--- src/rtl/pixel_frame_loader_pkg.sv ---
// Shared definitions for the pixel frame loader: control states, frame size
// and the width of the neuron result.
package pixel_frame_loader_pkg;

  localparam int NUM_PIXELS = 9;
  localparam int DATA_W     = 20;
  localparam int IDX_W      = 4;
  localparam int SETTLE_W   = 4;
  localparam int GAP_W      = 8;

  typedef enum logic [1:0] {
    LOAD   = 2'd0,
    SETTLE = 2'd1,
    OUT    = 2'd2
  } state_e;

endpackage

--- src/rtl/pixel_frame_loader.sv ---
// Pixel frame loader: shifts nine serial pixels into a 3x3 frame X_0..X_8,
// holds the frame steady for SETTLE_CYCLES so the external neuron output
// D_in can settle, registers that result on D_out and offers it with a
// valid/ready handshake.
// Optional feature (macro LOAD_TIMEOUT_EN): a partial frame whose pixels stop
// arriving for TIMEOUT_CYCLES cycles is dropped, the pixel index rewinds to 0
// and frame_dropped pulses for one cycle. Without the macro, frame_dropped is
// tied to 0 and a partial frame waits indefinitely.
module pixel_frame_loader
  import pixel_frame_loader_pkg::*;
#(
  parameter int SETTLE_CYCLES  = 1,
  parameter int TIMEOUT_CYCLES = 16
) (
  input  logic                     clk,
  input  logic                     rst,
  input  logic                     pix_in,
  input  logic                     pix_valid,
  output logic                     pix_ready,
  output logic                     X_0,
  output logic                     X_1,
  output logic                     X_2,
  output logic                     X_3,
  output logic                     X_4,
  output logic                     X_5,
  output logic                     X_6,
  output logic                     X_7,
  output logic                     X_8,
  input  logic signed [DATA_W-1:0] D_in,
  output logic signed [DATA_W-1:0] D_out,
  output logic                     out_valid,
  input  logic                     out_ready,
  output logic                     frame_dropped
);

  // Parameter legality, caught at elaboration
  if (SETTLE_CYCLES < 1 || SETTLE_CYCLES > 15) begin : g_bad_settle
    $error("pixel_frame_loader: SETTLE_CYCLES must be in 1..15");
  end
  if (TIMEOUT_CYCLES < 2 || TIMEOUT_CYCLES > 255) begin : g_bad_timeout
    $error("pixel_frame_loader: TIMEOUT_CYCLES must be in 2..255");
  end

  localparam logic [IDX_W-1:0]    LAST_IDX    = IDX_W'(NUM_PIXELS - 1);
  localparam logic [SETTLE_W-1:0] SETTLE_LAST = SETTLE_W'(SETTLE_CYCLES - 1);

  state_e                    state_q, state_d;
  logic [IDX_W-1:0]          idx_q, idx_d;
  logic [NUM_PIXELS-1:0]     x_q, x_d;
  logic [SETTLE_W-1:0]       settle_cnt_q, settle_cnt_d;
  logic signed [DATA_W-1:0]  d_out_q, d_out_d;
  logic                      out_valid_q, out_valid_d;
  logic                      accept;

  assign pix_ready = (state_q == LOAD);
  assign accept    = pix_valid && pix_ready;

  assign X_0 = x_q[0];
  assign X_1 = x_q[1];
  assign X_2 = x_q[2];
  assign X_3 = x_q[3];
  assign X_4 = x_q[4];
  assign X_5 = x_q[5];
  assign X_6 = x_q[6];
  assign X_7 = x_q[7];
  assign X_8 = x_q[8];

  assign D_out     = d_out_q;
  assign out_valid = out_valid_q;

`ifdef LOAD_TIMEOUT_EN
  localparam logic [GAP_W-1:0] GAP_LAST = GAP_W'(TIMEOUT_CYCLES - 1);

  logic [GAP_W-1:0] gap_cnt_q, gap_cnt_d;
  logic             frame_dropped_q, frame_dropped_d;

  assign frame_dropped = frame_dropped_q;
`else
  assign frame_dropped = 1'b0;
`endif

  // Next-state logic: pixel capture, settle timing, result handshake
  always_comb begin
    state_d      = state_q;
    idx_d        = idx_q;
    x_d          = x_q;
    settle_cnt_d = settle_cnt_q;
    d_out_d      = d_out_q;
    out_valid_d  = out_valid_q;
`ifdef LOAD_TIMEOUT_EN
    gap_cnt_d       = '0;
    frame_dropped_d = 1'b0;
`endif

    case (state_q)
      LOAD: begin
        if (accept) begin
          for (int k = 0; k < NUM_PIXELS; k++) begin
            if (idx_q == IDX_W'(k)) x_d[k] = pix_in;
          end
          if (idx_q == LAST_IDX) begin
            idx_d        = '0;
            settle_cnt_d = '0;
            state_d      = SETTLE;
          end else begin
            idx_d = idx_q + IDX_W'(1);
          end
        end
`ifdef LOAD_TIMEOUT_EN
        // The gap only runs while a frame is partially loaded; X is kept on a drop
        else if (idx_q != '0) begin
          if (gap_cnt_q == GAP_LAST) begin
            idx_d           = '0;
            frame_dropped_d = 1'b1;
          end else begin
            gap_cnt_d = gap_cnt_q + GAP_W'(1);
          end
        end
`endif
      end

      SETTLE: begin
        if (settle_cnt_q == SETTLE_LAST) begin
          d_out_d      = D_in;
          out_valid_d  = 1'b1;
          settle_cnt_d = '0;
          state_d      = OUT;
        end else begin
          settle_cnt_d = settle_cnt_q + SETTLE_W'(1);
        end
      end

      OUT: begin
        if (out_ready) begin
          out_valid_d = 1'b0;
          state_d     = LOAD;
        end
      end

      default: begin
        state_d     = LOAD;
        idx_d       = '0;
        out_valid_d = 1'b0;
      end
    endcase
  end

  // State register; reset discards any partial frame or pending result
  always_ff @(posedge clk or posedge rst) begin
    if (rst) begin
      state_q      <= LOAD;
      idx_q        <= '0;
      x_q          <= '0;
      settle_cnt_q <= '0;
      d_out_q      <= '0;
      out_valid_q  <= 1'b0;
`ifdef LOAD_TIMEOUT_EN
      gap_cnt_q       <= '0;
      frame_dropped_q <= 1'b0;
`endif
    end else begin
      state_q      <= state_d;
      idx_q        <= idx_d;
      x_q          <= x_d;
      settle_cnt_q <= settle_cnt_d;
      d_out_q      <= d_out_d;
      out_valid_q  <= out_valid_d;
`ifdef LOAD_TIMEOUT_EN
      gap_cnt_q       <= gap_cnt_d;
      frame_dropped_q <= frame_dropped_d;
`endif
    end
  end

endmodule

--- config.mk ---
export PLATFORM = sky130hd
export DESIGN_NAME = pixel_frame_loader
export DESIGN_NICKNAME = d
export VERILOG_FILES = /design/src/rtl/pixel_frame_loader_pkg.sv /design/src/rtl/pixel_frame_loader.sv
export SDC_FILE = /design/constraint.sdc
export NUM_CORES = 1
export LEC_CHECK = 0
export CAP_MARGIN = 10
export CORE_ASPECT_RATIO = 0.7
export CORE_MARGIN = 8
export CORE_UTILIZATION = 47
export DETAILED_ROUTE_END_ITERATION = 6
export GPL_TIMING_DRIVEN = 1
export HOLD_SLACK_MARGIN = 0.02
export PLACE_DENSITY_LB_ADDON = 0.08
export SYNTH_ARGS = -nofsm -noshare
export SYNTH_HDL_FRONTEND = slang
export SYNTH_SLANG_ARGS = --single-unit
--- constraint.sdc ---
create_clock -name clk -period 2.05 [get_ports clk]
set_input_delay 0.5125 -clock clk [delete_from_list [all_inputs] [get_ports clk]]
set_output_delay 0.5125 -clock clk [all_outputs]
set_load 0.05 [all_outputs]
==> impl_results.md <==
* Die Wd at 92.1 microns
* Post-synthesis cell area at 1900 sq um
* Hold path depth at 1
* Hold Buf Count CTS at 0
* Sequential Power Share at 28.7%
* Fin cells at 267
* Clock sink count at 40
* Initial antenna violation count at 0
* Setup Viol. Count Final at 0
* Worst-skew pair later-pin latency at 0.29 ns
* Vias per cell at 5.17
* Worst path required time at 1.54 ns
* CP bufs+invs at 1
* Setup Skew at 0.00148 ns
* Synth Flop Type: dfrtp_1
* Reg2reg path depth at 6
* Total gr overflow at 0
* # DRC at 0
* DRT antenna net count at 0
* RD Place Congestion at 0.845
* Net Count, Synth at 185
* Area of the core at 3900 sq um
* Number of flops mapped to enable cells by yosys at 0
* Fin. Hold Viols at 0
* Post-synth cell types at 37
* Largest net degree at the start of global routing at 21
* Share of flip-flops with an asynchronous set or reset at 100%
* Dpl cells at 259
* Area added between synthesis and finish at 39.2%
* Psw at 0.00215 W
* Worst setup path class: reg2out
* Outcome: completed
* Die area at 6380 sq um
* Worst path cell trace: clkdlybuf4s50_1
* Combinational share of power at 60.1%
* Sequential cell area at 1000 sq um
* Clock group share of total power at 11.2%
* P per Cell Area at 1780 nW/um^2
* Worst slew pin tran at 0.518 ns
* Detailed placement HPWL at 3.20 mm
* Share of layout cells above drive strength 1 at 23.7%
* CP Capture Type: output pin
* Post-route clock period utilization at 96.6%
* H-tree Lvls at 2
* Filler cells at 300
* Routed WL at 4.15 mm
* Worst Hold Margin at 0.503 ns
* Unrepaired setup endpoints after global routing: false
* Total CTS buffers at 5
* HP Class: reg2reg
* I/O Buffers at 55
* Crit start category: register
* Area occupied by multi-input gates at 833 sq um
* Switching Share at 45.5%
* # diodes at 0
* Hold Path Origin: D_out[12]$_DFFE_PP0P_
* Synth Instances at 150
* VDD IR max at 1280 uV
* TritonRoute pass-1 iters at 4
* Max-Slew Margin vs Limit at 65.3%
* Setup bufs post-CTS at 0
* Max Clk Rate at 505 MHz
* Total global-route track usage at 13.5%
* CTS tree: done
* Sequential area share after synthesis at 52.6%
* Vias at 1,381
* Syn Area/Cell at 12.7 sq um
* Commonest non-fill, non-tap cells in the layout: 52 x clkdlybuf4s50_1, 40 x dfrtp_1, 29 x mux2_2
* Max_cap viols at 0
* Vias in the first global route at 1,443
* Pins Over Slew Limit at 0
* Critical-path top delay cell: clkdlybuf4s50_1
* CTS max path bufs at 2
* Commonest non-fill, non-tap cell in the layout: clkdlybuf4s50_1
* Ys Warns at 0
* Final setup TNS at 0 ns
* Post-cts sizing count at 0
* Row cnt at 19
* Delay-heaviest family, CP: buffers and inverters
* Starting Density at 48.8%
* Crit-path max FO at 2
* Clock period minus worst slack at 1.98 ns
* Internal power at 0.00258 W
* Reg2Reg Setup Slack at 0.10 ns
* Die H at 69.3 microns
* Synth Register Bits at 40
* Hold Crit Endpoint: D_out[12]$_DFFE_PP0P_
* Boundary Pins at 57
* Arrival time of the worst setup path at 1.47 ns
* First-pass GRT wire length at 6.85 mm
* Reg2reg end: D_out[16]$_DFFE_PP0P_
* Clock root cell: clkbuf_8
* Reg-to-Reg Start: settle_cnt_q[0]$_DFFE_PP0P_
* Leakage at 1.17 nW
* DR WL/cell at 15.6 microns
* CTS clock-pin slew for the worst setup and hold paths at 0.07 ns
* Layout Nets at 249
* Final Util at 68.0%
* DR iter-0 viols at 44
* Crit-path max cell delay at 0.82 ns
final cells by class:
type	instances	share of cell area, %
multi-input combinational	94	31.4
timing repair buffer	62	23.4
clock buffer	8	3.40
sequential	40	37.8
inverter	11	1.56
tap	52	2.45
sequential cells by signal, summed over array words and instances, names as in the netlist:
name / flops
D_out: 20
idx_q: 4
out_valid: 1
state_q: 2
settle_cnt_q: 4
x_q: 9
how the worst max path moves through the flow:
stage	startpoint	endpoint	slack (ns)	cells past startpoint
2_1_floorplan	state_q[0]$_DFFE_PP0P_	x_q[8]$_DFFE_PP0P_	0.05	6
3_3_place_gp	pix_valid	settle_cnt_q[2]$_DFFE_PP0P_	0.05	4
3_5_place_dp	pix_valid	settle_cnt_q[2]$_DFFE_PP0P_	0.02	4
4_1_cts	D_out[9]$_DFFE_PP0P_	D_out[9]	0.05	1
5_1_grt	settle_cnt_q[0]$_DFFE_PP0P_	D_out[9]$_DFFE_PP0P_	0.007	6
6_report	D_out[9]$_DFFE_PP0P_	D_out[9]	0.07	1
synth_stat cells, types with 2 or more instances:
| cell | n | area (sq um) |
|---|---|---|
| or3_1 | 3 | 18.8 |
| a32o_1 | 2 | 20.0 |
| buf_4 | 3 | 22.5 |
| mux2i_1 | 2 | 20.0 |
| a21oi_1 | 2 | 10.0 |
| ha_1 | 10 | 125 |
| nand2_1 | 14 | 52.6 |
| dfrtp_1 | 40 | 1000 |
| o21ai_0 | 4 | 20.0 |
| nor2_1 | 2 | 7.51 |
| mux2_1 | 2 | 22.5 |
| nand3_1 | 3 | 15.0 |
| mux2_2 | 29 | 327 |
| inv_1 | 11 | 41.3 |
worst register-to-register path, cell delays in order, from the launching register on:
cell	delay [ns]
dfrtp_1	0.43
inv_1	0.09
ha_1	0.16
or3b_4	0.42
nor2_1	0.19
buf_12	0.19
mux2_2	0.36
power groups by stage:
stage / Combinational, W / Clock, W / Sequential (W)
2_1_floorplan: 0.00101 / 0 / 0.00227
3_3_place_gp: 0.00280 / 0 / 0.00134
3_5_place_dp: 0.00285 / 0 / 0.00137
4_1_cts: 0.00286 / 0.000557 / 0.00136
5_1_grt: 0.00301 / 0.000586 / 0.00141
6_report: 0.00284 / 0.000532 / 0.00136
routing by layer:
metal / part of all wire [%] / GRT usage [%] / vias to the layer above
li1: - / - / 656
met1: 42 / 15.4 / 669
met2: 47 / 21.0 / 49
met3: 9.1 / 6.05 / 7
met4: 1.8 / 6.23 / 0
met5: 0 / 0 / -
cells by family (layout without fill, tap and decap cells):
family          Yosys count  in the layout  share of synthesized area, %
flops                    40             40                          52.6
simple gates             34             34                          10.3
mux                      33             33                          19.4
compound gates           16             16                          7.23
buf+inv                  16             81                          3.81
fa+ha+maj                10             10                          6.57
other cells               1              1                         0.197
per-stage QoR:
stage | cell area, sq um | worst slack [ns] | power [W]
floorplan | 1900 | 0.0465 | 0.00328
global placement | 2560 | 0.0460 | 0.00414
detailed placement | 2560 | 0.0154 | 0.00422
CTS | 2650 | 0.0477 | 0.00478
global route | 2650 | 0.00665 | 0.00500
finish | 2650 | 0.0689 | 0.00473
(Power assumes the default switching activity.)
